$ cat src/rtl/frame_sched_pkg.sv
// Shared types and default parameters for the frame buffer scheduler.
package frame_sched_pkg;

  typedef enum logic [1:0] {
    S_IDLE,
    S_START,
    S_SCAN,
    S_SWAP
  } state_t;

  localparam int unsigned DEF_SCAN_TIMEOUT = 200000;
  localparam int unsigned DEF_CNT_W        = 18;

endpackage

$ cat src/rtl/frame_sched_scan_watchdog.sv
// Scan watchdog: counts cycles spent scanning and flags a hung scanner.
module scan_watchdog
  import frame_sched_pkg::*;
#(
  parameter int unsigned SCAN_TIMEOUT = DEF_SCAN_TIMEOUT,
  parameter int unsigned CNT_W        = DEF_CNT_W
) (
  input  logic clk,
  input  logic reset,
  input  logic clear,
  input  logic enable,
  output logic expired
);

  localparam logic [CNT_W-1:0] LIMIT = CNT_W'(SCAN_TIMEOUT - 1);

  logic [CNT_W-1:0] cnt;

  // NOTE: reset is synchronous and active-low, so it lives inside the clocked
  // branch rather than in the sensitivity list.
  always_ff @(posedge clk) begin
    if (!reset) begin
      cnt <= '0;
    end else if (clear) begin
      cnt <= '0;
    end else if (enable && !expired) begin
      cnt <= cnt + CNT_W'(1);
    end
  end

  // Hold at the limit so a stalled count can never wrap back to zero.
  assign expired = (cnt == LIMIT);

endmodule

$ cat src/rtl/frame_sched.sv
// Double-buffered frame scheduler: sequences LED scans and swaps the
// front/back board buffers only between frames.
module frame_sched
  import frame_sched_pkg::*;
#(
  parameter int unsigned SCAN_TIMEOUT = DEF_SCAN_TIMEOUT,
  parameter int unsigned CNT_W        = DEF_CNT_W
) (
  input  logic        clk,
  input  logic        reset,
  input  logic        wr_done,
  input  logic        scan_done,
  output logic        scan_start,
  output logic        front_sel,
  output logic        wr_ready,
  output logic [15:0] frame_cnt,
  output logic [7:0]  drop_cnt,
  output logic        timeout_err
);

  state_t state;
  state_t state_nxt;
  logic   swap_pending;
  logic   wr_accept;
  logic   swap_go;
  logic   wd_expired;
  logic   scan_end;

  assign wr_accept = wr_done && wr_ready;
  assign swap_go   = swap_pending || wr_accept;
  assign scan_end  = (state == S_SCAN) && scan_done;

  // NOTE: every always_comb output gets a default before the case so no
  // path leaves it unassigned, which would infer a latch.
  always_comb begin
    state_nxt = state;
    unique case (state)
      S_IDLE:  state_nxt = S_START;
      S_START: state_nxt = S_SCAN;
      S_SCAN: begin
        if (scan_done) begin
          state_nxt = swap_go ? S_SWAP : S_START;
        end else if (wd_expired) begin
          state_nxt = S_START;
        end
      end
      S_SWAP:  state_nxt = S_START;
      default: state_nxt = S_IDLE;
    endcase
  end

  // NOTE: all state updates use non-blocking assignments so every register
  // samples pre-edge values regardless of statement order.
  always_ff @(posedge clk) begin
    if (!reset) begin
      state        <= S_IDLE;
      front_sel    <= 1'b0;
      wr_ready     <= 1'b1;
      swap_pending <= 1'b0;
      frame_cnt    <= '0;
      drop_cnt     <= '0;
      timeout_err  <= 1'b0;
    end else begin
      state <= state_nxt;

      if (wr_accept) begin
        swap_pending <= 1'b1;
        wr_ready     <= 1'b0;
      end else if (wr_done && drop_cnt != 8'hFF) begin
        drop_cnt <= drop_cnt + 8'd1;
      end

      // wr_ready is always low here, so this never collides with wr_accept.
      if (state == S_SWAP) begin
        front_sel    <= ~front_sel;
        swap_pending <= 1'b0;
        wr_ready     <= 1'b1;
      end

      if (scan_end) begin
        frame_cnt <= frame_cnt + 16'd1;
      end

      if (state == S_SCAN && !scan_done && wd_expired) begin
        timeout_err <= 1'b1;
      end
    end
  end

  assign scan_start = (state == S_START);

  scan_watchdog #(
    .SCAN_TIMEOUT(SCAN_TIMEOUT),
    .CNT_W       (CNT_W)
  ) u_watchdog (
    .clk    (clk),
    .reset  (reset),
    .clear  (state == S_START),
    .enable (state == S_SCAN),
    .expired(wd_expired)
  );

endmodule

$ cat config.mk
export PLATFORM = sky130hd
export DESIGN_NAME = frame_sched
export DESIGN_NICKNAME = d
export VERILOG_FILES = /design/src/rtl/frame_sched_pkg.sv /design/src/rtl/frame_sched_scan_watchdog.sv /design/src/rtl/frame_sched.sv
export SDC_FILE = /design/constraint.sdc
export NUM_CORES = 1
export LEC_CHECK = 0
export BUFFER_PORTS_ARGS = -buffer_cell sky130_fd_sc_hd__buf_2
export CAP_MARGIN = 5
export CORE_MARGIN = 10
export CORE_UTILIZATION = 45
export DETAILED_ROUTE_END_ITERATION = 6
export PLACE_DENSITY_LB_ADDON = 0.25
export SLEW_MARGIN = 20
export SYNTH_ARGS = -nofsm -noshare
export SYNTH_HDL_FRONTEND = slang
export SYNTH_SLANG_ARGS = --single-unit
export TNS_END_PERCENT = 100
$ cat constraint.sdc
create_clock -name clk -period 2.2 [get_ports clk]
set_input_delay 0.11 -clock clk [delete_from_list [all_inputs] [get_ports clk]]
set_output_delay 0.11 -clock clk [all_outputs]
set_load 0.01 [all_outputs]
After elaboration in Yosys (flattened, before gate mapping)
Cells that the tools add are included.
Widths: inputs -> output; s select.
- register bits: 48
- input bits: 4
- output and inout port bits: 28
- logic and storage cells: 38
- add/sub/neg operators: 3
- equal/unequal tests: 6
- mux-type cells: 4
- bitwise gates (word level): 3
- reductions and logical operators: 14
- operators with widths (kind ; number):
    $add 18x1->18 const B ; 1
    $eq 18x18->1 const B ; 1
    $add 16x1->16 const B ; 1
    $add 8x1->8 const B ; 1
    $ne 8x8->1 const B ; 1
    $logic_and 1x1->1 ; 6
    $mux 2 ; 3
    $pmux 2 s3 ; 1
    $reduce_or 2->1 ; 3
    $eq 2x2->1 const B ; 2
    $ne 3x3->1 const B ; 1
    $not 1->1 ; 3
    $eq 2x1->1 const B ; 1
    $logic_not 1->1 ; 2
    $logic_not 2->1 ; 1
    $reduce_and 2->1 ; 1
    $logic_or 1x1->1 ; 1

Logic depth before layout (Yosys ltp)
- depth after elaboration: 5
- mapped depth: 6

Hierarchy
A second synthesis with hierarchy kept.
- cell total of the unflattened synthesis: 261
- area total of the unflattened synthesis: 2304.7 um2
- by module, submodules not included (module ; instances ; cells each ; area each (um2)):
    frame_sched ; 1 ; 149 ; 1336.3
    scan_watchdog ; 1 ; 112 ; 968.4

Least setup slack after synthesis
Ideal clock, no wire load.
- path type: register to register
- start: register u_watchdog.cnt[13]
- end: register state[1]
- data arrival time: 1671 ps
- data required time: 2085 ps
- path slack: 414 ps
- cell stages (with the launch flop): 6
- cell sequence: dfxtp_1 > or4_4 > or3_4 > o21ai_4 > nor2_2 > o21a_1
- cells in the longest elaborated chain, start to end: 2
- ends and longest elaborated chain (what ; line ; RTL):
    from (decl) ; frame_sched_scan_watchdog.sv:17 ; logic [CNT_W-1:0] cnt;
    from (signal assigned) ; frame_sched_scan_watchdog.sv:27 ; cnt <= cnt + CNT_W'(1);
    $eq 18x18->1 ; frame_sched_scan_watchdog.sv:32 ; assign expired = (cnt == LIMIT);
    $ne 3x3->1 (no line) ; n/a ;
    to (signal assigned) ; frame_sched.sv:64 ; state <= state_nxt;
    to (decl) ; frame_sched.sv:21 ; state_t state;
Every way passes these cells.
A chain may end at the register's enable or synchronous reset.

Worst setup path after layout
Same ends and word-level chain as after synthesis.

==> results.sh <==
export IMPL_status="complete, no violations"
export IMPL_cpPeakStageDelay_ns=0.53
export IMPL_cts_tree="built"
export IMPL_syn_inst=246
export IMPL_hpwl_um=3240
export IMPL_timing_setup_tns_ns=0
export IMPL_gp_congestion=0.843
export IMPL_worstPathMaxFanout=10
export IMPL_max_cap_viol_count=0
export IMPL_ant_nets=0
export IMPL_comb_power_share_pct=6.0
export IMPL_finalNetCount=289
export IMPL_postCtsHoldBufs=0
export IMPL_ys_async_sr_fraction_pct=0
export IMPL_pwr_share_clk_pct=35.1
export IMPL_p_per_area_nw_per_um2=619
export IMPL_cts_buffers=5
export IMPL_routed_wl_um=4360
export IMPL_synth_cell_area_um2=2140
export IMPL_relSlewSlack_pct=59.0
export IMPL_via_per_inst=5.39
export IMPL_antenna_found_initial=0
export IMPL_worst_pin_slew_ns=0.609
export IMPL_fmax_mhz=534
export IMPL_hold_ws_ns=0.0464
export IMPL_htreeDepth=2
export IMPL_placementRows=25
export IMPL_fin_skew_ns=0.00584
export IMPL_yosys_warnings=0
export IMPL_wl_per_cell_um=12.9
export IMPL_vias=1817
export IMPL_post_cts_repair_setup_buffers=0
export IMPL_start_kind="flop"
export IMPL_area_delta_synth_final_pct=14.9
export IMPL_period_share_pct=85.1
export IMPL_grt_ovfl_total=0
export IMPL_layout_drive_gt1_share_pct=18.0
export IMPL_grtUsageTotal_pct=11.6
export IMPL_ir_drop_uv=237
export IMPL_cts_sinks=48
export IMPL_die_height_um=88.9
export IMPL_ys_flop_type="dfxtp_1"
export IMPL_synth_edf_count=0
export IMPL_drc=0
export IMPL_grt_first_pass_wirelength_um=7490
export IMPL_syn_area_per_cell_um2=8.69
export IMPL_timing_final_crit_period_ns=1.87
export IMPL_die_area_um2=7910
export IMPL_cp_slowest_cell="or4_4"
export IMPL_drtIter0Drc=66
export IMPL_coreArea_um2=4660
export IMPL_path_clk_slew_ns=0.08
export IMPL_p_switching_w=0.000354
export IMPL_num_antenna_cells=0
export IMPL_setup_viol=0
export IMPL_syn_nets=253
export IMPL_cts_root_buf="clkbuf_8"
export IMPL_p_leak_nw=0.950
export IMPL_cts_resized=0
export IMPL_portBuffers=31
export IMPL_switching_share_pct=23.3
export IMPL_ys_ff_latch=48
export IMPL_dr_pass1_iters=4
export IMPL_sequentialPowerShare_pct=58.9
export IMPL_slew_viol_final=0
export IMPL_hold_viol_final=0
export IMPL_die_w_um=88.9
export IMPL_end_kind="flop"
export IMPL_grt_max_degree=26
export IMPL_worstSetupPathType="flop to flop"
export IMPL_p_total_w=0.00152
export IMPL_cp_data_arrival_time_ns=2.07
export IMPL_initial_core_util_pct=45.9
export IMPL_required_ns=2.40
export IMPL_rsz0062_at_grt="no"
export IMPL_r2r_slack_ns=0.33
export IMPL_synth_cell_types=40
export IMPL_hold_path_class="input port to flop"
export IMPL_ys_seq_area_share_pct=44.9
export IMPL_grt_pass1_vias=1709
export IMPL_clockBufferDepth=2
export IMPL_p_int_w=0.00117
export IMPL_ios=32
export IMPL_clkLatencyLatePin_ns=0.30
export IMPL_crit_chain="or4_4 > or3_4 > o21ai_4 > nor2_2 > o21a_1"
## critical path, delay by kind of cell, from the launching register on
family           cells  cell delay [ns]
AND/OR/NAND/NOR      3             0.98
AO/OA/AOI/OAI        2             0.44
flip-flops           1             0.36
## stage by stage
stage	area (µm²)	setup slack, ns	utilization, %	instances
5_1_grt	2460	0.227	52.7	337
4_1_cts	2460	0.324	52.7	337
2_1_floorplan	2140	0.414	-	246
3_5_place_dp	2360	0.329	50.7	329
6_report	2460	0.328	52.7	337
3_3_place_gp	2360	0.353	50.7	329
## cell usage after synthesis, drive strengths merged (3+ instances only)
library cell	number	area, µm²
nand4	10	62.6
or2	3	18.8
nand2	17	63.8
nand3	18	90.1
ha	3	37.5
xor2	18	158
or3	7	48.8
nor3	6	35.0
nand2b	3	18.8
a21oi	9	45.0
dfxtp	48	961
o211ai	3	27.5
clkbuf	4	15.0
and3	6	37.5
xnor2	12	105
o21ai	11	66.3
nor4	4	25.0
nor2	43	164
## placed cells by master, fill, tap and decap left out, drive strengths merged, types with 2 or more instances in the layout
cell type | Yosys | routed
nor2b | 2 | 2
nand3 | 18 | 18
clkbuf | 4 | 6
nand2 | 17 | 17
inv | 2 | 2
nand4b | 2 | 2
nor4 | 4 | 4
and4 | 2 | 2
nand4 | 10 | 10
clkinv | 1 | 3
a21oi | 9 | 9
o211ai | 3 | 3
o21ai | 11 | 11
or4 | 2 | 2
xnor2 | 12 | 12
dfxtp | 48 | 48
and3 | 6 | 6
nand2b | 3 | 3
a31oi | 2 | 2
buf | 1 | 34
nor2 | 43 | 43
or2 | 3 | 3
xor2 | 18 | 18
or3 | 7 | 7
ha | 3 | 3
nor3 | 6 | 6
## path summary, 6_finish.rpt
kind | to | startpoint | cells after the start
max | state[1] | u_watchdog.cnt[13] | 5
min | wr_ready | reset | 2
max reg2reg | state[1] | u_watchdog.cnt[13] | 5
min reg2reg | timeout_err | timeout_err | 2
## cell families (layout without fill, tap and decap cells)
family | Yosys count | count (layout) | synth area share (%)
AND/OR/NAND/NOR | 128 | 128 | 30.8
flip-flops | 48 | 48 | 44.9
XOR/XNOR | 30 | 30 | 12.3
AO/OA/AOI/OAI | 28 | 28 | 8.25
buffers and inverters | 8 | 45 | 1.46
adder cells (fa/ha/maj) | 3 | 3 | 1.76
multiplexers | 1 | 1 | 0.468
## power groups by stage
stage               clock, W  sequential [W]  combinational [W]
finish              0.000534        0.000895          0.0000909
global route        0.000590        0.000897           0.000102
CTS                 0.000554        0.000895          0.0000923
detailed placement         0        0.000915          0.0000919
global placement           0        0.000915          0.0000913
floorplan                  0        0.000915          0.0000562
## cell type report
class                   instances  area, µm²
clock buffers                   6       82.6
clock inverters                 2       10.0
fillers                       455       2200
inverters                       3       11.3
multi-input cells             190       1150
flip-flops and latches         48        961
well taps                      54       67.6
repair buffers                 34        178
## metal layers
metal  vias to the layer above  share of wire, %  wire length [µm]  GRT usage, %
met2                        32                46              2020          19.3
met3                         4               6.7               294          3.92
met4                         0               1.0                44          4.34
met5                         -                 0                 0             0
met1                       845                46              2000          13.5
li1                        936                 -                 -             -
## sequential cells by signal, indices dropped and copies added (netlist names)
register        flops
drop_cnt            8
swap_pending        1
timeout_err         1
state               2
front_sel           1
u_watchdog.cnt     18
frame_cnt          16
wr_ready            1
(Power assumes the default switching activity.)
